## src/rtl/ps2_mouse_button_decoder.sv

```systemverilog
// Receive-only PS/2 mouse front end: filters ps2_clk, deserialises frames,
// assembles 3-byte stream packets and emits button press pulses.
module ps2_mouse_button_decoder #(
  parameter int FILTER_LEN  = 8,
  parameter int BIT_TIMEOUT = 130000,
  parameter int PKT_TIMEOUT = 650000
) (
  input  logic clk,
  input  logic rst,
  input  logic ps2_clk,
  input  logic ps2_data,
  output logic mouse_left,
  output logic mouse_right,
  output logic left_held,
  output logic right_held,
  output logic packet_valid,
  output logic frame_err
);

  localparam int FW = $clog2(FILTER_LEN + 1);
  localparam int BW = $clog2(BIT_TIMEOUT + 1);
  localparam int PW = $clog2(PKT_TIMEOUT + 1);

  localparam logic [0:0] ST_IDLE  = 1'b0;
  localparam logic [0:0] ST_SHIFT = 1'b1;

  localparam logic [1:0] PK_B0 = 2'd0;
  localparam logic [1:0] PK_B1 = 2'd1;
  localparam logic [1:0] PK_B2 = 2'd2;

  logic [1:0]    r_clk_s;
  logic [1:0]    r_dat_s;
  logic          r_fclk;
  logic          r_fclk_d;
  logic [FW-1:0] r_fcnt;

  logic [0:0]    r_bst;
  logic [3:0]    r_bitcnt;
  logic          r_start;
  logic [7:0]    r_byte;
  logic          r_par;
  logic [BW-1:0] r_btmo;
  logic          r_byte_valid;
  logic [7:0]    r_byte_out;
  logic          r_frame_err;

  logic [1:0]    r_pst;
  logic [PW-1:0] r_ptmo;
  logic          r_lat_l;
  logic          r_lat_r;
  logic          r_ml;
  logic          r_mr;
  logic          r_lh;
  logic          r_rh;
  logic          r_pv;

  logic w_strobe;
  logic w_din;
  logic w_good;

  assign w_strobe = r_fclk_d & ~r_fclk;
  assign w_din    = r_dat_s[1];
  assign w_good   = ~r_start & w_din & (^{r_byte, r_par});

  // Filtered clock moves only after FILTER_LEN agreeing samples
  always_ff @(posedge clk) begin
    if (rst) begin
      r_clk_s  <= 2'b11;
      r_dat_s  <= 2'b11;
      r_fclk   <= 1'b1;
      r_fclk_d <= 1'b1;
      r_fcnt   <= '0;
    end else begin
      r_clk_s  <= {r_clk_s[0], ps2_clk};
      r_dat_s  <= {r_dat_s[0], ps2_data};
      r_fclk_d <= r_fclk;
      if (r_clk_s[1] != r_fclk) begin
        if (r_fcnt == FW'(FILTER_LEN - 1)) begin
          r_fclk <= ~r_fclk;
          r_fcnt <= '0;
        end else begin
          r_fcnt <= r_fcnt + 1'b1;
        end
      end else begin
        r_fcnt <= '0;
      end
    end
  end

  always_ff @(posedge clk) begin
    if (rst) begin
      r_bst        <= ST_IDLE;
      r_bitcnt     <= '0;
      r_start      <= 1'b0;
      r_byte       <= '0;
      r_par        <= 1'b0;
      r_btmo       <= '0;
      r_byte_valid <= 1'b0;
      r_byte_out   <= '0;
      r_frame_err  <= 1'b0;
    end else begin
      r_byte_valid <= 1'b0;
      r_frame_err  <= 1'b0;
      if (r_bst == ST_IDLE) begin
        r_btmo <= '0;
        if (w_strobe) begin
          r_start  <= w_din;
          r_bitcnt <= 4'd1;
          r_bst    <= ST_SHIFT;
        end
      end else if (w_strobe) begin
        r_btmo   <= '0;
        r_bitcnt <= r_bitcnt + 1'b1;
        if (r_bitcnt <= 4'd8) begin
          r_byte <= {w_din, r_byte[7:1]};
        end else if (r_bitcnt == 4'd9) begin
          r_par <= w_din;
        end else begin
          r_bst        <= ST_IDLE;
          r_byte_valid <= w_good;
          r_frame_err  <= ~w_good;
          r_byte_out   <= r_byte;
        end
      end else if (r_btmo == BW'(BIT_TIMEOUT - 1)) begin
        r_bst       <= ST_IDLE;
        r_btmo      <= '0;
        r_frame_err <= 1'b1;
      end else begin
        r_btmo <= r_btmo + 1'b1;
      end
    end
  end

  always_ff @(posedge clk) begin
    if (rst) begin
      r_pst   <= PK_B0;
      r_ptmo  <= '0;
      r_lat_l <= 1'b0;
      r_lat_r <= 1'b0;
      r_ml    <= 1'b0;
      r_mr    <= 1'b0;
      r_lh    <= 1'b0;
      r_rh    <= 1'b0;
      r_pv    <= 1'b0;
    end else begin
      r_ml <= 1'b0;
      r_mr <= 1'b0;
      r_pv <= 1'b0;
      if (r_byte_valid) begin
        r_ptmo <= '0;
        unique case (r_pst)
          PK_B0: begin
            if (r_byte_out[3]) begin
              r_lat_l <= r_byte_out[0];
              r_lat_r <= r_byte_out[1];
              r_pst   <= PK_B1;
            end
          end
          PK_B1: r_pst <= PK_B2;
          PK_B2: begin
            r_pst <= PK_B0;
            r_pv  <= 1'b1;
            r_lh  <= r_lat_l;
            r_rh  <= r_lat_r;
            r_ml  <= r_lat_l & ~r_lh;
            r_mr  <= r_lat_r & ~r_rh;
          end
          default: r_pst <= PK_B0;
        endcase
      end else if (r_pst == PK_B0) begin
        r_ptmo <= '0;
      end else if (r_frame_err || r_ptmo == PW'(PKT_TIMEOUT - 1)) begin
        r_pst  <= PK_B0;
        r_ptmo <= '0;
      end else begin
        r_ptmo <= r_ptmo + 1'b1;
      end
    end
  end

  assign mouse_left   = r_ml;
  assign mouse_right  = r_mr;
  assign left_held    = r_lh;
  assign right_held   = r_rh;
  assign packet_valid = r_pv;
  assign frame_err    = r_frame_err;

endmodule

```

## config.mk

```make
export PLATFORM = sky130hd
export DESIGN_NAME = ps2_mouse_button_decoder
export DESIGN_NICKNAME = d
export VERILOG_FILES = /design/src/rtl/ps2_mouse_button_decoder.sv
export SDC_FILE = /design/constraint.sdc
export NUM_CORES = 1
export LEC_CHECK = 0
export ABC_AREA = 1
export ABC_CLOCK_PERIOD_IN_PS = 2400
export CAP_MARGIN = 15
export CORE_MARGIN = 5
export CORE_UTILIZATION = 40
export CTS_BUF_LIST = sky130_fd_sc_hd__clkbuf_2 sky130_fd_sc_hd__clkbuf_4 sky130_fd_sc_hd__clkbuf_8
export DETAILED_ROUTE_END_ITERATION = 12
export MAX_ROUTING_LAYER = met4
export PLACE_DENSITY_LB_ADDON = 0.15
export SLEW_MARGIN = 20
export SYNTH_ARGS = -nofsm -noshare
export SYNTH_HDL_FRONTEND = slang
export SYNTH_SLANG_ARGS = --single-unit
```

## constraint.sdc

```tcl
create_clock -name clk -period 2.4 [get_ports clk]
set_clock_uncertainty 0.2 [all_clocks]
set_input_delay 0.48 -clock clk [delete_from_list [all_inputs] [get_ports clk]]
set_output_delay 0.48 -clock clk [all_outputs]
set_load 0.1 [all_outputs]
```

==> results.sh, run 1 <==
export IMPL_status="finished, final reports clean"
export IMPL_vias_per_cell=4.725
export IMPL_core_area_um2=8175
export IMPL_post_route_min_period_ns=1.983
export IMPL_cts_buffers=9
export IMPL_p_leak_nw=1.443
export IMPL_vdd_drop_max_v=0.0004268
export IMPL_busiest_layer="met2"
export IMPL_syn_area_um2=3351
export IMPL_clkSinkCount=76
export IMPL_ctsResizeCount=0
export IMPL_place_inst=547
export IMPL_hold_class="flip-flop to flip-flop"
export IMPL_first_global_vias=2515
export IMPL_final_nets=463
export IMPL_syn_avg_cell_area_um2=7.685
export IMPL_synth_flop_cell="dfxtp_1"
export IMPL_crit_path_end_kind="flip-flop"
export IMPL_met3_usage=0.03237
export IMPL_final_area_um2=3786
export IMPL_cts_hold_buf=0
export IMPL_setup_viol=0
export IMPL_synth_top_area_frac=0.4541
export IMPL_track_usage=0.1349
export IMPL_placed_area_um2=3547
export IMPL_power_frac_comb=0.010
export IMPL_pwr_share_seq=0.518
export IMPL_setup_slack_ns=0.4167
export IMPL_finalPower_mw=2.442
export IMPL_grt_max_degree=18
export IMPL_cts_tree="yes"
export IMPL_dr_pass1_iters=4
export IMPL_p_per_area_nw_per_um2=645.1
export IMPL_cp_max_fo=11
export IMPL_grt_overflow_total=0
export IMPL_cap_violations=0
export IMPL_grt_antenna_before_repair=0
export IMPL_cts_htree_levels=3
export IMPL_required_ns=2.43
export IMPL_hpwl_um=4322
export IMPL_top_level_ports=10
export IMPL_vias=2660
export IMPL_die_h_um=101.5
export IMPL_cp_cell_sequence="ha_1 > nand2_2 > inv_1 > nand2_1 > nor2_1 > nand4_1 > nand4_2 > buf_4 > nor2_1"
export IMPL_drv_slew=0
export IMPL_rsz0062_at_grt="false"
export IMPL_yosysUniqueCellTypes=39
export IMPL_preCtsSetupSlack_ns=0.1408
export IMPL_grt_util_met2=0.2062
export IMPL_clock_path_buffers=2
export IMPL_p_clk_frac=0.472
export IMPL_yosysTopAreaCell="dfxtp_1"
export IMPL_async_flop_share=0
export IMPL_hold_viol_final=0
export IMPL_die_x_um=101.5
export IMPL_tightest_slew_ns=0.4940
export IMPL_ys_seq_area_frac=0.4541
export IMPL_slowest_delay_ns=0.36
export IMPL_wire_per_inst_um=10.79
export IMPL_cp_slowest_cell="dfxtp_1"
export IMPL_wirelength_um=6074
export IMPL_cpMostUsedCell="nor2_1"
export IMPL_ys_seq_elements=76
export IMPL_syn_nets=446
export IMPL_drive_gt1_frac=0.1245
export IMPL_gp_congestion=0.8027
export IMPL_final_util=0.4631
export IMPL_synth_edf_count=0
export IMPL_cts_root_buffer="clkbuf_8"
export IMPL_synth_warnings=0
export IMPL_syn_inst=436
export IMPL_start_util=0.4099
export IMPL_hold_ws_ns=0.2108
export IMPL_final_instance_count_excl_fill=563
export IMPL_post_cts_setup_buffer_count=0
export IMPL_route_detailed_drc=0
export IMPL_grt_pass1_wl_um=10890
export IMPL_placement_io_buffers=9
export IMPL_finalSetupTns_ns=0
export IMPL_synth_most_common_cell="nand2_1"
export IMPL_first_iter_violations=103
export IMPL_intPower_mw=1.961
export IMPL_clock_fmax_mhz=504.2
export IMPL_ant_nets=0
export IMPL_worstPathArrival_ns=2.02
export IMPL_p_sw_mw=0.4815
export IMPL_antennaDiodeCount=0
export IMPL_path_clk_slew_ns=0.07
export IMPL_path_class="flip-flop to flip-flop"
export IMPL_startpoint_type="flip-flop"
export IMPL_slew_headroom=0.6681
export IMPL_synthTopCellsByArea="dfxtp_1 45%, nand2_1 8.8%, nor2_1 6.0%"
export IMPL_grtUsageMet1=0.1696
export IMPL_period_share=0.8264
export IMPL_synth_common_cells="79 x nand2_1, 76 x dfxtp_1, 54 x nor2_1"
export IMPL_clock_latency_ns=0.34
export IMPL_die_area_um2=10310
export IMPL_p_sw_frac=0.1972
export IMPL_syn_to_final_growth_pct=12.99
export IMPL_placementRows=33
-- path summary, 6_finish.rpt --
check,end,depth (start not counted),slack (ns),startpoint
max reg2reg,r_ptmo[16],9,0.42,r_ptmo[0]
max,r_ptmo[16],9,0.42,r_ptmo[0]
min,r_dat_s[1],1,0.21,r_dat_s[0]
min reg2reg,r_dat_s[1],1,0.21,r_dat_s[0]
-- routing by layer --
layer	up-vias	wire, um
li1	1438	-
met1	1185	3134
met2	28	2668
met3	9	168
met4	0	103
met5	-	0
-- cell families after synthesis --
| family | after synthesis | share of synthesized area |
|---|---|---|
| simple gates | 219 | 0.3163 |
| flops | 76 | 0.4541 |
| buf+inv | 64 | 0.07543 |
| compound gates | 55 | 0.08999 |
| xor+xnor | 16 | 0.04182 |
| fa+ha+maj | 6 | 0.02240 |
-- flip-flops by register name (all words and copies together) (netlist names), 2 cells and up --
name / cells
r_ptmo: 20
r_btmo: 17
r_byte: 8
r_bitcnt: 4
r_fcnt: 4
r_byte_out: 3
r_clk_s: 2
r_dat_s: 2
r_pst: 2
-- final cells by class --
cell class              instances  area (um2)
repair buffers                 12       97.59
multi-input cells             296        1577
clock buffers                   9       123.9
inverters                      58       220.2
flip-flops and latches         76        1521
fillers                       822        4389
clock inverters                 7       115.1
well taps                     105       131.4
-- layout by cell type (no fill, tap or decap), types with 3 or more instances in the layout --
master / synthesis / routed
nand2_1: 79 / 79
dfxtp_1: 76 / 76
nor2_1: 54 / 54
inv_1: 52 / 52
nand3_1: 30 / 30
a21oi_1: 30 / 30
o21ai_0: 15 / 15
nor3_1: 13 / 13
xor2_1: 13 / 13
clkbuf_8: 0 / 9
buf_4: 2 / 9
or2_2: 6 / 6
nand4_1: 6 / 6
ha_1: 6 / 6
nand2_2: 5 / 5
inv_2: 5 / 5
nor3b_1: 4 / 4
nand4_2: 3 / 3
nor2_4: 3 / 3
o22ai_1: 3 / 3
nor4_1: 3 / 3
xnor2_1: 3 / 3
bufinv_16: 0 / 3
clkdlybuf4s50_1: 0 / 3
-- power groups by stage --
stage	Sequential [mW]	Clock, mW	Combinational (mW)
3_3_place_gp	1.29	0	0.0251
2_1_floorplan	1.29	0	0.0136
6_report	1.26	1.15	0.0246
4_1_cts	1.26	1.19	0.0253
3_5_place_dp	1.29	0	0.0251
5_1_grt	1.27	1.25	0.0274
-- worst max-delay path, delay by kind of cell (launching register included) --
kind	cells	cell delay, ns
adder cells (fa/ha/maj)	1	0.19
AND/OR/NAND/NOR	6	0.83
buffers and inverters	2	0.30
flip-flops	1	0.36
(Power assumes the default switching activity.)
==> run 2: changes to the inputs <==
- ABC_CLOCK_PERIOD_IN_PS: 2400 -> 1700
- clock period: 2.4 -> 1.7 ns (I/O delays scaled with it)
==> results.sh, run 2 (synthesized netlist as in run 1, its figures left out) <==
export IMPL_status="finished, violations left"
export IMPL_violations="negative setup slack"
export IMPL_cts_hold_buf=0
export IMPL_top_regs="r_ptmo x20, r_btmo x17, r_byte x8"
export IMPL_die_x_um=101.5
export IMPL_tightest_slew_ns=0.4438
export IMPL_final_cell_mix="75 x nand2_1, 67 x dfxtp_1, 50 x inv_1"
export IMPL_hold_ws_ns=0.2160
export IMPL_cts_tree="yes"
export IMPL_final_instance_count_excl_fill=602
export IMPL_hold_class="flip-flop to flip-flop"
export IMPL_final_area_um2=4407
export IMPL_top_register="r_ptmo"
export IMPL_pwr_share_seq=0.559
export IMPL_multi_input_area_um2=1819
export IMPL_largest_register_ffs=20
export IMPL_intPower_mw=2.495
export IMPL_final_common_cell="nand2_1"
export IMPL_first_global_vias=2769
export IMPL_clkSinkCount=76
export IMPL_syn_to_final_growth_pct=31.52
export IMPL_ant_nets=0
export IMPL_core_area_um2=8175
export IMPL_grt_overflow_total=0
export IMPL_rsz0062_at_grt="true"
export IMPL_hold_viol_final=0
export IMPL_p_sw_mw=0.6965
export IMPL_dr_pass1_iters=4
export IMPL_p_sw_frac=0.2182
export IMPL_hpwl_um=4680
export IMPL_clock_path_buffers=2
export IMPL_track_usage=0.1491
export IMPL_period_share=1.010
export IMPL_startpoint_type="flip-flop"
export IMPL_placed_area_um2=3842
export IMPL_clock_latency_ns=0.35
export IMPL_slew_headroom=0.7031
export IMPL_post_route_min_period_ns=1.717
export IMPL_wirelength_um=7044
export IMPL_path_class="flip-flop to flip-flop"
export IMPL_p_clk_frac=0.426
export IMPL_cts_buffers=9
export IMPL_cts_root_buffer="clkbuf_8"
export IMPL_grt_pass1_wl_um=12020
export IMPL_cp_max_fo=8
export IMPL_vias=2871
export IMPL_grt_max_degree=18
export IMPL_final_util=0.5390
export IMPL_start_util=0.4099
export IMPL_setup_viol=9
export IMPL_die_h_um=101.5
export IMPL_first_iter_violations=63
export IMPL_power_frac_comb=0.015
export IMPL_cap_violations=0
export IMPL_drv_slew=0
export IMPL_wire_per_inst_um=11.70
export IMPL_setup_slack_ns=-0.01726
export IMPL_p_per_area_nw_per_um2=724.3
export IMPL_final_nets=502
export IMPL_clock_fmax_mhz=582.3
export IMPL_worstPathArrival_ns=1.75
export IMPL_p_leak_nw=1.708
export IMPL_required_ns=1.73
export IMPL_grt_antenna_before_repair=0
export IMPL_path_clk_slew_ns=0.07
export IMPL_register_area_um2=1535
export IMPL_die_area_um2=10310
export IMPL_route_detailed_drc=0
export IMPL_antennaDiodeCount=0
export IMPL_fillers=780
export IMPL_vdd_drop_max_v=0.0005867
export IMPL_crit_path_end_kind="flip-flop"
export IMPL_cts_htree_levels=3
export IMPL_vias_per_cell=4.769
export IMPL_placement_io_buffers=9
export IMPL_gp_congestion=0.7837
export IMPL_place_inst=571
export IMPL_drive_gt1_frac=0.2817
export IMPL_placementRows=33
export IMPL_top_level_ports=10
-- run 2: cell count changes in the layout (fill, tap and decap cells not counted), moves of 5 or more --
cell	change
dfxtp_1	-9
nand3_1	-5
nor2_1	-14
buf_4	+25
nor2_2	+11
buf_12	+8
dfxtp_2	+8
-- run 2: worst paths after layout --
check	start	end	slack [ns]	depth (start not counted)
worst min-delay path	r_dat_s[0]	r_dat_s[1]	0.22	1
worst min register to register	r_dat_s[0]	r_dat_s[1]	0.22	1
worst max-delay path	r_ptmo[0]	r_ptmo[5]	-0.02	9
worst max register to register	r_ptmo[0]	r_ptmo[5]	-0.02	9
-- run 2: power groups by stage --
| stage | combinational (mW) | sequential (mW) | clock [mW] |
|---|---|---|---|
| after floorplan | 0.0196 | 1.83 | 0 |
| after global placement | 0.0421 | 1.83 | 0 |
| after detailed placement | 0.0427 | 1.83 | 0 |
| after CTS | 0.0462 | 1.79 | 1.41 |
| after global routing | 0.0521 | 1.78 | 1.50 |
| final | 0.0472 | 1.78 | 1.36 |
-- run 2: per-stage QoR --
stage                     power, mW  setup WS (ns)   TNS [ns]
after floorplan               1.847      -0.001505  -0.001505
after global placement        1.869       -0.08463    -0.5261
after detailed placement      1.870        -0.1083     -1.261
after CTS                     3.245      0.0005285          0
after global routing          3.339        -0.1188     -3.112
final                         3.192       -0.01726    -0.1057
-- run 2: routing by layer --
layer	vias to the layer above	wire [um]	GRT usage
met4	0	117	0.06135
met5	-	0	-
li1	1523	-	-
met3	8	152	0.02686
met1	1314	3461	0.1913
met2	26	3312	0.2314
-- run 2: area by class of cell --
cell class / count / share of cell area
inverter: 58 / 0.04997
timing repair buffer: 49 / 0.1144
clock buffer: 10 / 0.02981
sequential: 76 / 0.3484
multi-input combinational: 298 / 0.4128
clock inverter: 6 / 0.01476
tap: 105 / 0.02981
-- run 2: critical path, cell delays in order, from the launching register on --
cell and delay (ns):
dfxtp_2 0.36, ha_4 0.15, nand2_4 0.06, inv_2 0.07, nand2_2 0.06, nor2_2 0.12, nand4_1 0.20, nand4_4 0.19
clkbuf_16 0.18, nor2_2 0.03
-- run 2: timing repair --
item                       4_1_cts  5_1_grt
cloned                           2        1
setup buffers                    1       11
pin swaps                        6       22
resized for setup               11       51
setup endpoints to repair       35       47
==> run 3: changes to the inputs <==
--- a/constraint.sdc
+++ b/constraint.sdc
@@ -3,3 +3,3 @@
 set_input_delay 0.34 -clock clk [delete_from_list [all_inputs] [get_ports clk]]
 set_output_delay 0.34 -clock clk [all_outputs]
-set_load 0.1 [all_outputs]
+set_load 0.02 [all_outputs]
==> results.sh, run 3 (synthesized netlist as in run 1, its figures left out) <==
export IMPL_status="finished, violations left"
export IMPL_violations="negative setup slack"
export IMPL_first_global_vias=2779
export IMPL_clock_latency_ns=0.34
export IMPL_p_per_area_nw_per_um2=810.4
export IMPL_grt_max_degree=18
export IMPL_setup_slack_ns=-0.01763
export IMPL_pwr_share_seq=0.509
export IMPL_preCtsSetupSlack_ns=-0.1336
export IMPL_crit_path_end_kind="flip-flop"
export IMPL_vias=2873
export IMPL_route_detailed_drc=0
export IMPL_antennaDiodeCount=0
export IMPL_track_usage=0.1453
export IMPL_final_area_um2=4317
export IMPL_setup_viol=9
export IMPL_timing_critical_path_from="r_btmo[0]"
export IMPL_cap_violations=0
export IMPL_cts_tree="yes"
export IMPL_p_leak_nw=1.689
export IMPL_slew_headroom=0.6785
export IMPL_wire_per_inst_um=11.25
export IMPL_die_x_um=101.5
export IMPL_cts_root_buffer="clkbuf_8"
export IMPL_multi_input_area_um2=1792
export IMPL_rsz0062_at_grt="true"
export IMPL_final_common_cell="nand2_1"
export IMPL_path_clk_slew_ns=0.08
export IMPL_rr_worst_depth=8
export IMPL_grt_antenna_before_repair=0
export IMPL_endpoint="frame_err"
export IMPL_placementRows=33
export IMPL_largest_register_ffs=20
export IMPL_clock_fmax_mhz=582.2
export IMPL_clkSinkCount=76
export IMPL_hold_class="flip-flop to flip-flop"
export IMPL_grt_pass1_wl_um=11740
export IMPL_vdd_drop_max_v=0.0005105
export IMPL_top_level_ports=10
export IMPL_die_h_um=101.5
export IMPL_cp_max_fo=5
export IMPL_p_sw_frac=0.2038
export IMPL_placement_io_buffers=9
export IMPL_clock_path_buffers=2
export IMPL_reg2reg_slack_ns=-0.02
export IMPL_dr_pass1_iters=4
export IMPL_top_regs="r_ptmo x20, r_btmo x17, r_byte x8"
export IMPL_final_cell_mix="75 x nand2_1, 67 x dfxtp_1, 50 x inv_1"
export IMPL_die_area_um2=10310
export IMPL_fillers=793
export IMPL_required_ns=1.78
export IMPL_hpwl_um=4612
export IMPL_vias_per_cell=4.804
export IMPL_first_iter_violations=114
export IMPL_drive_gt1_frac=0.2596
export IMPL_tightest_slew_ns=0.4785
export IMPL_finalPower_mw=3.498
export IMPL_startpoint_type="flip-flop"
export IMPL_place_inst=574
export IMPL_gp_congestion=0.7590
export IMPL_worstPathArrival_ns=1.80
export IMPL_period_share=1.010
export IMPL_final_nets=498
export IMPL_drv_slew=0
export IMPL_start_util=0.4099
export IMPL_cts_hold_buf=0
export IMPL_regToRegStartpoint="r_btmo[0]"
export IMPL_post_route_min_period_ns=1.718
export IMPL_cts_buffers=9
export IMPL_hold_viol_final=0
export IMPL_register_area_um2=1538
export IMPL_wirelength_um=6727
export IMPL_power_frac_comb=0.013
export IMPL_grt_overflow_total=0
export IMPL_placed_area_um2=3791
export IMPL_ant_nets=0
export IMPL_top_register="r_ptmo"
export IMPL_cts_htree_levels=3
export IMPL_intPower_mw=2.785
export IMPL_syn_to_final_growth_pct=28.83
export IMPL_core_area_um2=8175
export IMPL_final_util=0.5280
export IMPL_final_instance_count_excl_fill=598
export IMPL_r2r_end="frame_err"
export IMPL_p_sw_mw=0.7129
export IMPL_p_clk_frac=0.478
export IMPL_path_class="flip-flop to flip-flop"
==> run 3: layout make-up <==
| cell class | count | area share |
|---|---|---|
| clock buffers | 9 | 0.02870 |
| clock inverters | 7 | 0.02870 |
| inverters | 58 | 0.05159 |
| multi-input cells | 298 | 0.4151 |
| flip-flops and latches | 76 | 0.3562 |
| well taps | 105 | 0.03043 |
| repair buffers | 45 | 0.08928 |
==> run 3: layer usage <==
metal  wire, um  global-route usage
met1       3331              0.1782
met2       3160              0.2329
met3        148             0.02617
met4         87             0.06442
met5          0                   -
==> run 3: per-stage QoR <==
step	TNS, ns	hold WS [ns]
floorplan	-0.001487	0.1895
finish	-0.09942	0.2141
detailed placement	-1.844	0.1985
global placement	-0.4230	0.1936
CTS	-0.4145	0.2191
global route	-2.100	0.2442
==> run 3: power groups by stage <==
stage | logic (mW) | clock network (mW) | registers (mW)
after floorplan | 0.0196 | 0 | 1.83
after global placement | 0.0400 | 0 | 1.83
after detailed placement | 0.0403 | 0 | 1.83
after CTS | 0.0438 | 1.73 | 1.79
after global routing | 0.0481 | 1.81 | 1.78
final | 0.0439 | 1.67 | 1.78
==> run 3: worst min path at each step <==
stage / from / end / slack [ns] / depth (start not counted)
final: r_clk_s[0] / r_clk_s[1] / 0.21 / 1
after global routing: r_clk_s[0] / r_clk_s[1] / 0.24 / 1
after CTS: r_clk_s[0] / r_clk_s[1] / 0.22 / 1
after detailed placement: r_clk_s[0] / r_clk_s[1] / 0.20 / 1
after global placement: r_dat_s[0] / r_dat_s[1] / 0.19 / 1
after floorplan: r_clk_s[0] / r_clk_s[1] / 0.19 / 1
==> run 3: critical path, cell delays in order (launching register included) <==
cell and delay [ns]:
dfxtp_2 0.36, ha_4 0.15, nand3_2 0.07, or2_1 0.23
nor2_1 0.14, nand3_2 0.19, nand2_1 0.14, nand3_2 0.07
a21oi_2 0.10
==> run 3: timing repair <==
| action | in CTS | in global routing |
|---|---|---|
| setup buffers | 1 | 5 |
| hold endpoints to repair | 0 | 0 |
| cloned | 2 | 0 |
| pin swaps | 9 | 19 |
| resized for setup | 22 | 46 |
| endpoints found under the setup margin | 46 | 50 |
